[src/rtl/cdec_pkg.sv]
// Shared codes for the CDEC datapath: bus source/destination selectors,
// ALU operations, memory handshake state and debug readout addresses.
package cdec_pkg;

  localparam logic [3:0] XS_PC  = 4'd0;
  localparam logic [3:0] XS_R   = 4'd8;
  localparam logic [3:0] XS_RDR = 4'd9;
  localparam logic [3:0] XS_FLG = 4'd10;

  localparam logic [3:0] XD_PC  = 4'd0;
  localparam logic [3:0] XD_MAR = 4'd8;
  localparam logic [3:0] XD_WDR = 4'd9;
  localparam logic [3:0] XD_T   = 4'd10;
  localparam logic [3:0] XD_I   = 4'd11;

  localparam logic [4:0] ALU_PASS  = 5'd0;
  localparam logic [4:0] ALU_ADD   = 5'd1;
  localparam logic [4:0] ALU_SUB   = 5'd2;
  localparam logic [4:0] ALU_AND   = 5'd3;
  localparam logic [4:0] ALU_OR    = 5'd4;
  localparam logic [4:0] ALU_XOR   = 5'd5;
  localparam logic [4:0] ALU_ADC   = 5'd6;
  localparam logic [4:0] ALU_SBB   = 5'd7;
  localparam logic [4:0] ALU_INC   = 5'd8;
  localparam logic [4:0] ALU_DEC   = 5'd9;
  localparam logic [4:0] ALU_NOT   = 5'd10;
  localparam logic [4:0] ALU_PASST = 5'd11;

  localparam logic [1:0] MM_NONE = 2'b00;
  localparam logic [1:0] MM_RD   = 2'b10;
  localparam logic [1:0] MM_WR   = 2'b01;
  localparam logic [1:0] MM_CLR  = 2'b11;

  typedef enum logic [1:0] {ST_IDLE = 2'd0, ST_RD = 2'd1, ST_WR = 2'd2} mem_state_e;

  localparam logic [7:0] DA_PC    = 8'h00;
  localparam logic [7:0] DA_I     = 8'h01;
  localparam logic [7:0] DA_T     = 8'h02;
  localparam logic [7:0] DA_R     = 8'h03;
  localparam logic [7:0] DA_MAR   = 8'h04;
  localparam logic [7:0] DA_DIN   = 8'h05;
  localparam logic [7:0] DA_RDR   = 8'h06;
  localparam logic [7:0] DA_WDR   = 8'h07;
  localparam logic [7:0] DA_STATE = 8'h0B;
  localparam logic [7:0] DA_FLG   = 8'h0D;
  localparam logic [7:0] DA_XBUS  = 8'h0E;
  localparam logic [7:0] DA_STAT  = 8'h0F;

endpackage

[src/rtl/cdecn_alu.sv]
// Combinational DW-bit ALU; result packed as {S, Z, Cy, V, value}.
module cdecn_alu
  import cdec_pkg::*;
#(
  parameter int DW = 8
) (
  input  logic [DW-1:0] x,
  input  logic [DW-1:0] t,
  input  logic          cy_in,
  input  logic [4:0]    op,
  output logic [DW+3:0] res
);

  function automatic logic add_ovf(input logic signed [DW-1:0] a,
                                   input logic signed [DW-1:0] b,
                                   input logic signed [DW-1:0] r);
    return ((a < 0) == (b < 0)) && ((r < 0) != (a < 0));
  endfunction

  function automatic logic sub_ovf(input logic signed [DW-1:0] a,
                                   input logic signed [DW-1:0] b,
                                   input logic signed [DW-1:0] r);
    return ((a < 0) != (b < 0)) && ((r < 0) != (a < 0));
  endfunction

  logic [DW:0]   ext;
  logic [DW-1:0] y;
  logic          c;
  logic          v;

  always_comb begin
    ext = '0;
    y   = x;
    c   = 1'b0;
    v   = 1'b0;
    case (op)
      ALU_PASS:  y = x;
      ALU_PASST: y = t;
      ALU_ADD, ALU_ADC: begin
        ext = {1'b0, x} + {1'b0, t} + ((op == ALU_ADC) ? (DW+1)'(cy_in) : '0);
        y   = ext[DW-1:0];
        c   = ext[DW];
        v   = add_ovf(x, t, y);
      end
      ALU_SUB, ALU_SBB: begin
        // carry out of the extended subtract is the borrow
        ext = {1'b0, x} - {1'b0, t} - ((op == ALU_SBB) ? (DW+1)'(cy_in) : '0);
        y   = ext[DW-1:0];
        c   = ext[DW];
        v   = sub_ovf(x, t, y);
      end
      ALU_INC: begin
        ext = {1'b0, x} + (DW+1)'(1);
        y   = ext[DW-1:0];
        c   = ext[DW];
        v   = add_ovf(x, DW'(1), y);
      end
      ALU_DEC: begin
        ext = {1'b0, x} - (DW+1)'(1);
        y   = ext[DW-1:0];
        c   = ext[DW];
        v   = sub_ovf(x, DW'(1), y);
      end
      ALU_AND: y = x & t;
      ALU_OR:  y = x | t;
      ALU_XOR: y = x ^ t;
      ALU_NOT: y = ~x;
      default: y = x;
    endcase
  end

  assign res = {y[DW-1], (y == '0), c, v, y};

endmodule

[src/rtl/cdecn_dp.sv]
// CDEC datapath: register file around a single XBUS and ALU, with a
// req/ack memory port that stalls the sequencer and times out.
module cdecn_dp
  import cdec_pkg::*;
#(
  parameter int DW     = 8,
  parameter int NGR    = 3,
  parameter int MEM_TO = 15
) (
  input  logic          clock,
  input  logic          reset_N,
  input  logic [16:0]   ctrl,
  output logic [DW-1:0] adrs,
  output logic [DW-1:0] data_out,
  input  logic [DW-1:0] data_in,
  output logic          mem_rd,
  output logic          mem_wr,
  input  logic          mem_ack,
  output logic          stall,
  output logic          mem_err,
  output logic [DW-1:0] I,
  output logic [2:0]    SZCy,
  output logic          V,
  input  logic [7:0]    resad,
  output logic [DW-1:0] resdt
);

  logic [1:0] mmrw;
  logic       fwr, rwr;
  logic [3:0] xdst, xsrc;
  logic [4:0] aluop;
  assign {mmrw, fwr, rwr, xdst, aluop, xsrc} = ctrl;

  logic [DW-1:0] pc, t_reg, r_reg, i_reg, mar, wdr, rdr;
  logic [DW-1:0] gr [1:NGR];
  logic [3:0]    flg;
  logic [DW-1:0] xbus;
  logic [DW+3:0] alu_res;

  mem_state_e    state, state_nx;
  logic [7:0]    cnt, cnt_nx;
  logic          err_nx;
  logic          rdr_ld;
  logic [DW-1:0] rdr_val;
  logic [1:0]    mm_eff;

  assign stall  = (state != ST_IDLE) && !mem_ack;
  assign mm_eff = stall ? MM_NONE : mmrw;

  always_comb begin
    xbus = '1;
    if (xsrc == XS_PC) xbus = pc;
    else if (xsrc == XS_R) xbus = r_reg;
    else if (xsrc == XS_RDR) xbus = (state == ST_RD && mem_ack) ? data_in : rdr;
    else if (xsrc == XS_FLG) xbus = DW'(flg);
    else begin
      for (int k = 1; k <= NGR; k++)
        if (xsrc == 4'(k)) xbus = gr[k];
    end
  end

  cdecn_alu #(.DW(DW)) u_alu (
    .x    (xbus),
    .t    (t_reg),
    .cy_in(flg[1]),
    .op   (aluop),
    .res  (alu_res)
  );

  // register file: every write is frozen while the sequencer is stalled
  always_ff @(posedge clock or negedge reset_N) begin
    if (!reset_N) begin
      pc    <= '0;
      t_reg <= '0;
      r_reg <= '0;
      i_reg <= '0;
      mar   <= '0;
      wdr   <= '0;
      flg   <= '0;
      for (int k = 1; k <= NGR; k++) gr[k] <= '0;
    end else if (!stall) begin
      if (xdst == XD_PC)  pc    <= xbus;
      if (xdst == XD_MAR) mar   <= xbus;
      if (xdst == XD_WDR) wdr   <= xbus;
      if (xdst == XD_T)   t_reg <= xbus;
      if (xdst == XD_I)   i_reg <= xbus;
      for (int k = 1; k <= NGR; k++)
        if (xdst == 4'(k)) gr[k] <= xbus;
      if (rwr) r_reg <= alu_res[DW-1:0];
      if (fwr) flg   <= alu_res[DW+3:DW];
    end
  end

  always_comb begin
    state_nx = state;
    cnt_nx   = cnt;
    err_nx   = mem_err;
    rdr_ld   = 1'b0;
    rdr_val  = data_in;
    if (mm_eff == MM_CLR) err_nx = 1'b0;
    case (state)
      ST_IDLE: begin
        cnt_nx = '0;
        if (mm_eff == MM_RD) state_nx = ST_RD;
        else if (mm_eff == MM_WR) state_nx = ST_WR;
      end
      ST_RD, ST_WR: begin
        if (mem_ack) begin
          rdr_ld = (state == ST_RD);
          cnt_nx = '0;
          if (mm_eff == MM_RD) state_nx = ST_RD;
          else if (mm_eff == MM_WR) state_nx = ST_WR;
          else state_nx = ST_IDLE;
        end else if (cnt == 8'(MEM_TO - 1)) begin
          // timeout overrides a clear in the same cycle
          state_nx = ST_IDLE;
          cnt_nx   = '0;
          err_nx   = 1'b1;
          rdr_ld   = (state == ST_RD);
          rdr_val  = '1;
        end else begin
          cnt_nx = cnt + 8'd1;
        end
      end
      default: state_nx = ST_IDLE;
    endcase
  end

  always_ff @(posedge clock or negedge reset_N) begin
    if (!reset_N) begin
      state   <= ST_IDLE;
      cnt     <= '0;
      mem_err <= 1'b0;
      rdr     <= '0;
    end else begin
      state   <= state_nx;
      cnt     <= cnt_nx;
      mem_err <= err_nx;
      if (rdr_ld) rdr <= rdr_val;
    end
  end

  assign mem_rd   = (state == ST_RD);
  assign mem_wr   = (state == ST_WR);
  assign adrs     = mar;
  assign data_out = wdr;
  assign I        = i_reg;
  assign SZCy     = flg[3:1];
  assign V        = flg[0];

  always_comb begin
    resdt = '0;
    case (resad)
      DA_PC:    resdt = pc;
      DA_I:     resdt = i_reg;
      DA_T:     resdt = t_reg;
      DA_R:     resdt = r_reg;
      DA_MAR:   resdt = mar;
      DA_DIN:   resdt = data_in;
      DA_RDR:   resdt = rdr;
      DA_WDR:   resdt = wdr;
      DA_STATE: resdt = DW'(state);
      DA_FLG:   resdt = DW'(flg);
      DA_XBUS:  resdt = xbus;
      DA_STAT:  resdt = DW'({mem_err, stall});
      default:  resdt = '0;
    endcase
    for (int k = 1; k <= NGR; k++) begin
      if (k <= 3 && resad == 8'(7 + k)) resdt = gr[k];
      if (resad == 8'(16 + k)) resdt = gr[k];
    end
  end

endmodule

[config.mk]
export PLATFORM = sky130hd
export DESIGN_NAME = cdecn_dp
export DESIGN_NICKNAME = d
export VERILOG_FILES = /design/src/rtl/cdec_pkg.sv /design/src/rtl/cdecn_alu.sv /design/src/rtl/cdecn_dp.sv
export SDC_FILE = /design/constraint.sdc
export NUM_CORES = 1
export LEC_CHECK = 0
export ABC_CLOCK_PERIOD_IN_PS = 4700
export CORE_MARGIN = 3
export CORE_UTILIZATION = 30
export DETAILED_ROUTE_END_ITERATION = 6
export GPL_ROUTABILITY_DRIVEN = 0
export PLACE_DENSITY = 0.57
export SYNTH_ARGS = -nofsm -noshare
export SYNTH_HDL_FRONTEND = slang
export SYNTH_HIERARCHICAL = 1
export SYNTH_SLANG_ARGS = --single-unit
[constraint.sdc]
create_clock -name clock -period 4.7 [get_ports clock]
set_clock_uncertainty 0.15 [all_clocks]
set_input_delay 0.94 -clock clock [delete_from_list [all_inputs] [get_ports clock]]
set_output_delay 0.94 -clock clock [all_outputs]
set_load 0.01 [all_outputs]
Word-level counts from Yosys, hierarchy flattened
Index checks and enable logic that the tools add are counted.
Widths: inputs -> output; s select.

word-level totals
  bits in registers = 95
  bits of input ports = 36
  output and inout bits = 40
  logic and storage cells = 157

cells by class
  bitwise logic cells = 6
  reduce and logical (&&, ||, !) cells = 28
  muxes and demuxes = 41
  eq/ne operators = 55
  add/sub/neg operators = 7
  magnitude comparators = 6

operator list
  operator             number
  $mux 8               19
  $pmux 8 s12          1
  $pmux 8 s9           1
  $eq 8x4->1 const B   8
  $lt 8x1->1 const B   6
  $eq 8x3->1 const B   4
  $eq 4x4->1 const B   7
  $eq 8x5->1 const B   3
  $reduce_and 2->1     11
  $eq 5x3->1 const B   4
  $eq 5x4->1 const B   4
  $eq 4x2->1 const B   4
  $eq 8x2->1 const B   2
  $logic_not 8->1      2
  $pmux 8 s2           1
  $mux 2               7
  $eq 5x2->1 const B   2
  $add 8x1->9 const B  1
  $add 8x8->9          1
  $add 9x1->9          1
  $mux 1               9
  $sub 8x1->9 const B  1
  $sub 8x8->9          1
  $sub 9x1->9          1
  22 further kinds     42

Longest topological paths before layout
Gate-level depths: netlist of run 1.

  depth in word-level cells = 15
  depth in mapped cells = 22
  gate-level depth less buffers = 19

Hierarchy
Netlist of run 1, hierarchy kept.

modules (own cells, without submodules)
  module     cells each  sequential area each (um2)  area an instance (um2)  instances
  cdecn_dp   545         2,377.3                     5,639.2                 1
  cdecn_alu  271         0.0                         1,996.9                 1

Worst setup path before layout of run 1
Ideal clock, no wire load.

  path type = in2reg
  start = input ctrl[2]
  end = register flg[2]
  data arrival time = 4.817 ns
  stages on the path = 15
  path buffers = 2
  library setup time = 0.065 ns
  data required time = 4.485 ns
  setup slack = -0.332 ns
  cell sequence = buf_2 -> or3_1 -> buf_2 -> o221a_2 -> mux2i_4 -> inv_1 -> fa_1 -> ha_1 -> a211oi_2 -> xnor2_1 -> a221o_1 -> or3_4 -> or4b_1 -> nor3_2 -> mux2_2

on the way
  word-level cells in the longest chain between the ends = 12
  elaborated cells between the ends (all ways) = 26
  classes of those cells = add/sub (6); eq/ne (6); mux (8); bitwise (4); reduce/logical (2)

RTL lines
  what                                        RTL line                          source
  start, declared                             cdecn_dp.sv:12                    input logic [16:0] ctrl,
  $eq 4x1->1                                  cdecn_dp.sv:58                    if (xsrc == 4'(k)) xbus = gr[k];
  $mux 8 (3 in series)                        cdecn_dp.sv:58
  $mux 8                                      cdecn_dp.sv:55                    else if (xsrc == XS_FLG) xbus = DW'(flg);
  $mux 8                                      cdecn_dp.sv:54                    else if (xsrc == XS_RDR) xbus = (state == ST_RD && mem_ack) ? data_in : rdr;
  $mux 8                                      cdecn_dp.sv:53                    else if (xsrc == XS_R) xbus = r_reg;
  $mux 8 *                                    cdecn_dp.sv:52                    if (xsrc == XS_PC) xbus = pc;
  via xbus[0]                                 cdecn_dp.sv:37                    logic [DW-1:0] xbus;
  $sub 8x8->9 or $add 8x8->9 (tied branches)  cdecn_alu.sv:47, cdecn_alu.sv:40
  $sub 9x1->9 or $add 9x1->9 (tied branches)  cdecn_alu.sv:47, cdecn_alu.sv:40
  $pmux 8 s9 *                                cdecn_alu.sv:36                   case (op)
  via alu_res[3]                              cdecn_dp.sv:38                    logic [DW+3:0] alu_res;
  $logic_not 8->1 *                           cdecn_alu.sv:72                   assign res = {y[DW-1], (y == '0), c, v, y};
  via alu_res[10]                             cdecn_dp.sv:38
  end signal, assigned                        cdecn_dp.sv:90                    if (fwr) flg <= alu_res[DW+3:DW];
  end, declared                               cdecn_dp.sv:36                    logic [3:0] flg;

The timed path passes the listed nets; every way through them passes the cells marked *.
A chain may end at the register's enable or synchronous reset.

Worst setup path after layout of run 1
  start = input ctrl[1]
  end = register flg[2]

Same word-level chain as after synthesis.

==> results.sh, run 1 <==
export IMPL_area_growth_pct=31.77
export IMPL_dp_slack_ns=-0.8048
export IMPL_drive_above_1_share_pct=29.38
export IMPL_avgSynthCellArea_um2=9.358
export IMPL_root_buffer="clkbuf_16"
export IMPL_die_h_um=165.5
export IMPL_grt_ovfl_total=0
export IMPL_critPathLaunchType="primary input"
export IMPL_start_util_pct=30.95
export IMPL_synth_top_cell_area_share_pct=31.13
export IMPL_yosysMostFrequentCell="dfrtp_1"
export IMPL_synthFlopType="dfrtp_1"
export IMPL_num_rows=57
export IMPL_cp_end_kind="flop"
export IMPL_antenna_found_initial=0
export IMPL_slew_limit_headroom_pct=34.65
export IMPL_cts_made_buffers=9
export IMPL_wl_um=27540
export IMPL_post_route_drc_count=0
export IMPL_wl_met2_um=12380
export IMPL_synth_seq_area_share_pct=31.13
export IMPL_min_path_type="flop to flop"
export IMPL_worst_pin_slew_ns=0.9737
export IMPL_n_antenna_cell=0
export IMPL_postSynthCellCount=816
export IMPL_top_layer="met4"
export IMPL_p_leak_nw=4.172
export IMPL_path_cells="buf_2 -> nand2b_4 -> or3_4 -> o221a_4 -> mux2i_4 -> inv_2 -> fa_2 -> fa_2 -> nor4bb_1 -> a22o_1 -> a32oi_2 -> a32oi_2 -> nor4bb_2 -> or4b_4 -> nor3_4 -> mux2_4"
export IMPL_cts_htree_levels=3
export IMPL_yosysWarnings=6
export IMPL_drt_iter0_drc=566
export IMPL_avgViaCountPerCell=5.470
export IMPL_io_pins=76
export IMPL_rsz0062_at_grt="yes"
export IMPL_async_flop_share_pct=100.0
export IMPL_vias=7209
export IMPL_placed_area_mm2=0.009617
export IMPL_track_usage_pct=20.18
export IMPL_route_met3_wl_um=1996
export IMPL_ant_nets=0
export IMPL_coreArea_mm2=0.02468
export IMPL_synth_top_area_cell="dfrtp_1"
export IMPL_grt_start_max_net_pins=42
export IMPL_fillers=2476
export IMPL_critPathSlowestCell="or4b_4"
export IMPL_cts_tree="done"
export IMPL_crit_arrival_ns=4.86
export IMPL_first_pass_iters=6
export IMPL_finalHoldViolations=0
export IMPL_top_register="gr"
export IMPL_die_x_um=165.5
export IMPL_critPathTopFamily="simple AND/OR/NAND/NOR gates"
export IMPL_dp_cells=1301
export IMPL_final_area_mm2=0.01006
export IMPL_fin_util_pct=40.78
export IMPL_yosys_top_cells_count="95 x dfrtp_1, 67 x mux2_2, 62 x nor2_1"
export IMPL_violations="negative setup slack"
export IMPL_period_share_pct=100.4
export IMPL_setup_viol=1
export IMPL_totalPowerFinal_mw=5.009
export IMPL_cp_max_fo=4
export IMPL_syn_nets=899
export IMPL_synthTopCellsByArea="dfrtp_1 31%, mux2_2 9.9%, ha_1 7.0%"
export IMPL_drt_met1_wl_um=12780
export IMPL_largest_register_ffs=24
export IMPL_stdcell_count=1318
export IMPL_fin_crit_ns=4.719
export IMPL_grt_pass1_vias=7113
export IMPL_critPathRequiredTime_ns=4.84
export IMPL_grt_pass1_wl_um=42200
export IMPL_dieArea_mm2=0.02740
export IMPL_max_freq_ghz=0.2119
export IMPL_status="finished with violations"
export IMPL_synth_edf_count=0
export IMPL_place_detailed_hpwl_um=21340
export IMPL_io_buffers=75
export IMPL_clock_path_buffers=2
export IMPL_clkLatencyLatePin_ns=0.35
export IMPL_synth_seq_cells=95
export IMPL_ir_drop_mv=0.2509
export IMPL_netlist_area_mm2=0.007636
export IMPL_powerDensity_mw_per_mm2=497.8
export IMPL_synth_cell_types=89
export IMPL_wl_per_cell_um=20.90
export IMPL_nets=1073
export IMPL_setup_tns_ns=-0.01905
export IMPL_timing_hold_ws_ns=0.3479
export IMPL_crit_buf_inv=2
export IMPL_drv_slew=0
export IMPL_clk_pin_slew_ns=0.07
export IMPL_drv_cap=0
export IMPL_finalWorstSetupSlack_ns=-0.01905
export IMPL_cts_sinks=95
export IMPL_worstSetupPathType="primary input to flop"
export IMPL_cp_slowest_stage_delay_ns=0.52
-- routing by layer --
metal	GRT usage, %	up-vias
met3	4.914	34
met1	29.11	3534
li1	-	3379
met5	0	-
met2	30.66	262
met4	4.310	0
-- logic make-up after synthesis --
| logic type | after synthesis | synth area share, % |
|---|---|---|
| simple gates | 248 | 17.89 |
| compound gates | 215 | 19.25 |
| mux | 94 | 15.42 |
| flops | 95 | 31.13 |
| fa+ha+maj | 47 | 8.094 |
| buf+inv | 97 | 5.915 |
| xor+xnor | 20 | 2.294 |
-- final cells by class --
class	count	area (um^2)	area share (%)
Timing Repair Buffer	213	1818	18.07
Clock inverter	5	58.81	0.5844
Tap cell	324	405.4	4.029
Inverter	47	180.2	1.791
Sequential cell	95	2377	23.63
Clock buffer	10	239.0	2.375
Multi-Input combinational cell	624	4984	49.53
-- final timing paths --
check | start | endpoint | slack (ns) | depth (start not counted)
min | cnt[4] | cnt[4] | 0.35 | 1
min reg2reg | cnt[4] | cnt[4] | 0.35 | 1
max | ctrl[1] | flg[2] | -0.02 | 16
min in group asynchronous | reset_N | rdr[1] | 0.42 | 1
max in group asynchronous | reset_N | pc[6] | 3.18 | 2
max reg2reg | state[1] | flg[2] | 0.06 | 17
-- cells in the final DEF (no fill, tap or decap), drive strengths merged, types with 5 or more instances in the layout --
master	count
a211oi	11
a21oi	39
a221oi	8
a22oi	7
a31oi	18
a32oi	5
buf	141
clkbuf	13
clkdlybuf4s50	67
dfrtp	95
ha	43
inv	46
mux2	69
mux2i	14
mux4	11
nand2	58
nand2b	11
nand3	18
nor2	64
nor2b	15
nor3	14
nor3b	10
nor4	9
nor4bb	6
o211ai	9
o21ai	46
o22ai	14
o31ai	7
o32ai	5
or2	8
or3	7
xnor2	13
xor2	7
-- power breakdown --
group	total (mW)	switching, mW	internal, mW
registers	1.57	0.402	1.17
logic	2.69	1.31	1.38
clock network	0.754	0.329	0.424
total	5.01	2.04	2.97
-- timing repair --
| action | in CTS | in global routing |
|---|---|---|
| endpoints found under the setup margin | 11 | 10 |
| buffers inserted | 0 | 2 |
| resized for setup | 17 | 31 |
| hold buffers | 0 | 0 |
| pin swaps | 3 | 9 |
(Power assumes the default switching activity.)
==> run 2: changes to the inputs <==
--- a/config.mk
+++ b/config.mk
@@ -11,6 +11,7 @@
 export DETAILED_ROUTE_END_ITERATION = 6
 export GPL_ROUTABILITY_DRIVEN = 0
 export PLACE_DENSITY = 0.57
+export SETUP_SLACK_MARGIN = 0.2
 export SYNTH_ARGS = -nofsm -noshare
 export SYNTH_HDL_FRONTEND = slang
 export SYNTH_HIERARCHICAL = 1
==> run 2 against run 1 <==
Compared with the run above: the run now ends clean; die area unchanged; sequential cell count unchanged; clock power up 1%; power up 4.6%; largest power group unchanged; via count up 2.8%.
==> results.sh, run 2 (synthesized netlist as in run 1, its figures left out) <==
export IMPL_grt_pass1_vias=7157
export IMPL_drv_slew=0
export IMPL_dieArea_mm2=0.02740
export IMPL_cp_end_kind="flop"
export IMPL_die_h_um=165.5
export IMPL_place_detailed_hpwl_um=21340
export IMPL_top_register="gr"
export IMPL_wl_per_cell_um=21.03
export IMPL_clkLatencyLatePin_ns=0.35
export IMPL_nets=1080
export IMPL_ir_drop_mv=0.2152
export IMPL_min_path_type="flop to flop"
export IMPL_grt_start_max_net_pins=62
export IMPL_final_common_cell="buf_4"
export IMPL_rsz0062_at_grt="yes"
export IMPL_p_int_mw=3.111
export IMPL_mostFrequentLayoutCells="137 x buf_4, 95 x dfrtp_1, 65 x mux2_2"
export IMPL_cp_max_fo=3
export IMPL_n_antenna_cell=0
export IMPL_io_buffers=75
export IMPL_p_comb_share_pct=55.3
export IMPL_ant_nets=0
export IMPL_status="finished, final reports clean"
export IMPL_critPathLaunchType="primary input"
export IMPL_period_share_pct=97.46
export IMPL_drive_above_1_share_pct=32.44
export IMPL_ctsHoldBuffers=0
export IMPL_critPathRequiredTime_ns=4.84
export IMPL_grt_ovfl_total=0
export IMPL_cts_sinks=95
export IMPL_wl_um=27880
export IMPL_powerDensity_mw_per_mm2=509.4
export IMPL_pwr_share_seq_pct=30.2
export IMPL_p_leak_nw=4.309
export IMPL_crit_arrival_ns=4.72
export IMPL_area_growth_pct=34.72
export IMPL_coreArea_mm2=0.02468
export IMPL_drt_iter0_drc=541
export IMPL_placed_area_mm2=0.009589
export IMPL_final_area_mm2=0.01029
export IMPL_cts_tree="done"
export IMPL_finalHoldViolations=0
export IMPL_clock_path_buffers=2
export IMPL_finalWorstSetupSlack_ns=0.1194
export IMPL_slew_limit_headroom_pct=31.39
export IMPL_dp_slack_ns=-0.7670
export IMPL_worstSetupPathType="primary input to flop"
export IMPL_track_usage_pct=20.33
export IMPL_fin_crit_ns=4.581
export IMPL_root_buffer="clkbuf_16"
export IMPL_die_x_um=165.5
export IMPL_largest_register_ffs=24
export IMPL_worst_pin_slew_ns=1.022
export IMPL_cts_made_buffers=9
export IMPL_max_freq_ghz=0.2183
export IMPL_clk_pin_slew_ns=0.07
export IMPL_drv_cap=0
export IMPL_fillers=2462
export IMPL_io_pins=76
export IMPL_grt_pass1_wl_um=42540
export IMPL_start_util_pct=30.95
export IMPL_first_pass_iters=6
export IMPL_vias=7414
export IMPL_num_rows=57
export IMPL_setup_viol=0
export IMPL_post_route_drc_count=0
export IMPL_switchingPower_mw=2.130
export IMPL_cts_htree_levels=3
export IMPL_clockPowerShare_pct=14.5
export IMPL_avgViaCountPerCell=5.591
export IMPL_antenna_found_initial=0
export IMPL_switching_share_pct=40.64
==> run 2: cell type report <==
cell class | instances | area (um^2) | area share [%]
tap | 324 | 405.4 | 3.941
inverter | 47 | 178.9 | 1.739
multi-input combinational | 624 | 5134 | 49.90
timing repair buffer | 220 | 1886 | 18.33
clock buffer | 10 | 239.0 | 2.323
clock inverter | 6 | 67.56 | 0.6568
sequential | 95 | 2377 | 23.11
==> run 2: layer usage <==
metal,vias to the layer above,global-route usage (%),routed length (um)
li1,3387,-,-
met1,3657,28.79,12490
met2,302,31.23,12310
met3,68,4.739,2358
met4,0,5.255,722
met5,-,0,0
==> run 2: critical path: stages <==
cell      delay [ns]
buf_6           0.09
buf_6           0.11
nand2b_4        0.14
or3_4           0.36
o221a_4         0.25
mux2i_4         0.15
inv_2           0.07
fa_2            0.38
fa_2            0.39
nor4bb_2        0.18
a22o_1          0.19
a32oi_1         0.14
a32oi_1         0.16
nor4bb_2        0.38
or4b_4          0.51
nor3_2          0.12
mux2_4          0.16
==> run 2: worst paths after layout <==
| check | end | slack (ns) | from | depth (start not counted) |
|---|---|---|---|---|
| worst max-delay path | flg[2] | 0.12 | ctrl[1] | 17 |
| worst min-delay path | cnt[4] | 0.36 | cnt[4] | 1 |
| max in group asynchronous | gr[16] | 2.93 | reset_N | 2 |
| worst min register to register | cnt[4] | 0.36 | cnt[4] | 1 |
| worst max register to register | flg[2] | 0.27 | state[1] | 17 |
| min in group asynchronous | gr[13] | 0.51 | reset_N | 1 |
==> run 2: power groups by stage <==
stage | Combinational [mW] | Clock (mW) | Sequential (mW)
2_1_floorplan | 1.49 | 0 | 1.45
6_report | 2.90 | 0.762 | 1.58
4_1_cts | 2.76 | 0.779 | 1.57
5_1_grt | 3.13 | 0.812 | 1.62
3_5_place_dp | 2.68 | 0 | 1.58
3_3_place_gp | 2.66 | 0 | 1.57
==> run 2: metrics by stage <==
stage | hold slack (ns) | util (%) | cells | setup TNS, ns | power, mW
after floorplan | 0.3181 | - | 816 | 0 | 2.944
final | 0.3635 | 41.69 | 1326 | 0 | 5.240
after global routing | 0.4060 | 41.69 | 1326 | 0 | 5.568
after global placement | 0.3541 | 38.86 | 1299 | -4.477 | 4.232
after CTS | 0.3638 | 40.67 | 1321 | 0 | 5.110
after detailed placement | 0.3540 | 38.86 | 1299 | -4.433 | 4.260
==> run 2: timing repair <==
item | in CTS | in global routing
endpoints found under the hold margin | 0 | 0
resized for setup | 42 | 58
pin swaps | 11 | 22
setup endpoints to repair | 17 | 11
setup buffers | 6 | 5
==> run 3: changes to the inputs <==
--- a/config.mk
+++ b/config.mk
@@ -9,8 +9,9 @@
 export CORE_MARGIN = 3
 export CORE_UTILIZATION = 30
 export DETAILED_ROUTE_END_ITERATION = 6
+export DONT_BUFFER_PORTS = 1
 export GPL_ROUTABILITY_DRIVEN = 0
-export PLACE_DENSITY = 0.57
+export PLACE_DENSITY = 0.53
 export SETUP_SLACK_MARGIN = 0.2
 export SYNTH_ARGS = -nofsm -noshare
 export SYNTH_HDL_FRONTEND = slang
==> run 3 against run 2 <==
Compared with the run above: final cell count shrank 12%; via count fell by 8.5%; non-clock buffer count shrank 162; core utilization shrank 6.7 points; sequential power rose by 4%; routed wire length fell by 5.7%; first-iteration DRC count is 19% higher.
==> results.sh, run 3 (synthesized netlist as in run 1, its figures left out) <==
export IMPL_finalHoldViolations=0
export IMPL_drv_cap=0
export IMPL_critPathLaunchType="flop"
export IMPL_coreArea_mm2=0.02468
export IMPL_cts_sinks=95
export IMPL_multiInputGateArea_mm2=0.004923
export IMPL_nets=918
export IMPL_n_antenna_cell=0
export IMPL_wl_per_cell_um=22.60
export IMPL_die_x_um=165.5
export IMPL_drive_above_1_share_pct=24.17
export IMPL_drt_iter0_drc=642
export IMPL_ir_drop_mv=0.2383
export IMPL_cp_end_kind="flop"
export IMPL_p_leak_nw=3.434
export IMPL_final_area_mm2=0.008633
export IMPL_powerDensity_mw_per_mm2=528.3
export IMPL_cts_tree="done"
export IMPL_antenna_found_initial=0
export IMPL_clkLatencyLatePin_ns=0.35
export IMPL_worstSetupPathType="flop to flop"
export IMPL_post_route_drc_count=0
export IMPL_fin_crit_ns=4.359
export IMPL_place_detailed_hpwl_um=19910
export IMPL_seq_area_mm2=0.002377
export IMPL_placed_area_mm2=0.008225
export IMPL_top_register="gr"
export IMPL_die_h_um=165.5
export IMPL_cts_htree_levels=3
export IMPL_critPathRequiredTime_ns=4.84
export IMPL_clk_pin_slew_ns=0.07
export IMPL_avgViaCountPerCell=5.830
export IMPL_cp_max_fo=7
export IMPL_grt_ovfl_total=0
export IMPL_ant_nets=0
export IMPL_cts_made_buffers=9
export IMPL_worst_pin_slew_ns=1.176
export IMPL_crit_arrival_ns=4.50
export IMPL_dieArea_mm2=0.02740
export IMPL_io_pins=76
export IMPL_mostFrequentLayoutCells="95 x dfrtp_1, 67 x mux2_2, 62 x nor2_1"
export IMPL_grt_pass1_wl_um=40180
export IMPL_num_rows=57
export IMPL_clock_path_buffers=2
export IMPL_track_usage_pct=19.29
export IMPL_wl_um=26310
export IMPL_min_path_type="primary input to async pin"
export IMPL_grt_start_max_net_pins=96
export IMPL_first_pass_iters=5
export IMPL_grt_pass1_vias=6408
export IMPL_period_share_pct=92.75
export IMPL_max_freq_ghz=0.2294
export IMPL_root_buffer="clkbuf_16"
export IMPL_drv_slew=0
export IMPL_setup_viol=0
export IMPL_rsz0062_at_grt="no"
export IMPL_final_common_cell="dfrtp_1"
export IMPL_r2r_cells=16
export IMPL_start_util_pct=30.95
export IMPL_timing_hold_ws_ns=0.1318
export IMPL_io_buffers=0
export IMPL_vias=6786
export IMPL_area_growth_pct=13.06
export IMPL_status="finished, final reports clean"
export IMPL_slew_limit_headroom_pct=20.77
export IMPL_largest_register_ffs=24
export IMPL_fillers=2560
## run 3: changes by cell type in the layout (fill, tap and decap cells not counted), sizes merged
cell	previous run	this run
buf	149	58
clkbuf	12	10
clkdlybuf4s50	62	0
clkinv	1	3
clkinvlp	2	0
dlygate4sd2	2	0
dlymetal6s2s	5	0
## run 3: stage by stage
step / utilization (%) / TNS, ns / total power, mW / worst slack (ns) / instances
CTS: 34.62 / 0 / 4.515 / 0.2359 / 1163
floorplan: - / 0 / 2.944 / 0.009873 / 816
detailed placement: 33.33 / -0.09849 / 3.717 / -0.09849 / 1147
global route: 34.99 / 0 / 4.896 / 0.1736 / 1164
global placement: 33.33 / -0.08267 / 3.710 / -0.06137 / 1147
finish: 34.99 / 0 / 4.561 / 0.3406 / 1164
## run 3: layer usage
layer | track usage, % | vias up | share of wire, % | wire [um]
met5 | 0 | - | 0 | 0
met2 | 29.39 | 290 | 45 | 11800
met3 | 4.964 | 34 | 9.1 | 2391
met4 | 3.819 | 0 | 1.5 | 404
li1 | - | 3075 | - | -
met1 | 27.70 | 3387 | 45 | 11710
## run 3: timing repair
action	4_1_cts	5_1_grt
gates resized for setup	1	19
hold buffers	0	0
setup endpoints to repair	1	5
pin swaps	1	5
buffers inserted	0	1
## run 3: final timing paths
path                          start      to  slack, ns
max in group asynchronous   reset_N  gr[16]       4.06
max                        state[0]  flg[2]       0.34
min                         reset_N  gr[14]       0.13
min in group clock           cnt[4]  cnt[4]       0.38
max reg2reg                state[0]  flg[2]       0.34
min reg2reg                  cnt[4]  cnt[4]       0.38
## run 3: power breakdown
group	switching (mW)	leakage [nW]	internal, mW
Combinational	1.08	2.18	1.05
Sequential	0.482	1.09	1.17
Clock	0.347	0.156	0.437
## run 3: worst max-delay path, cell delays in order, from the launching register on
cell and delay [ns]:
dfrtp_1 0.41, ha_4 0.18, nand2_4 0.12, mux2_2 0.38, o221a_4 0.26, mux2i_4 0.16, inv_2 0.06, fa_2 0.38
fa_2 0.39, nor4bb_1 0.16, a22o_1 0.18, a32oi_2 0.17, a32oi_2 0.15, nor4bb_1 0.37, or4b_4 0.51, nor3_2 0.11
mux2_2 0.16
## run 3: final cells by class
type,count,share of cell area [%]
clock inverter,6,0.8841
inverter,47,2.043
tap,324,4.696
clock buffer,10,2.768
multi-input combinational,624,57.03
timing repair buffer,58,5.043
sequential,95,27.54
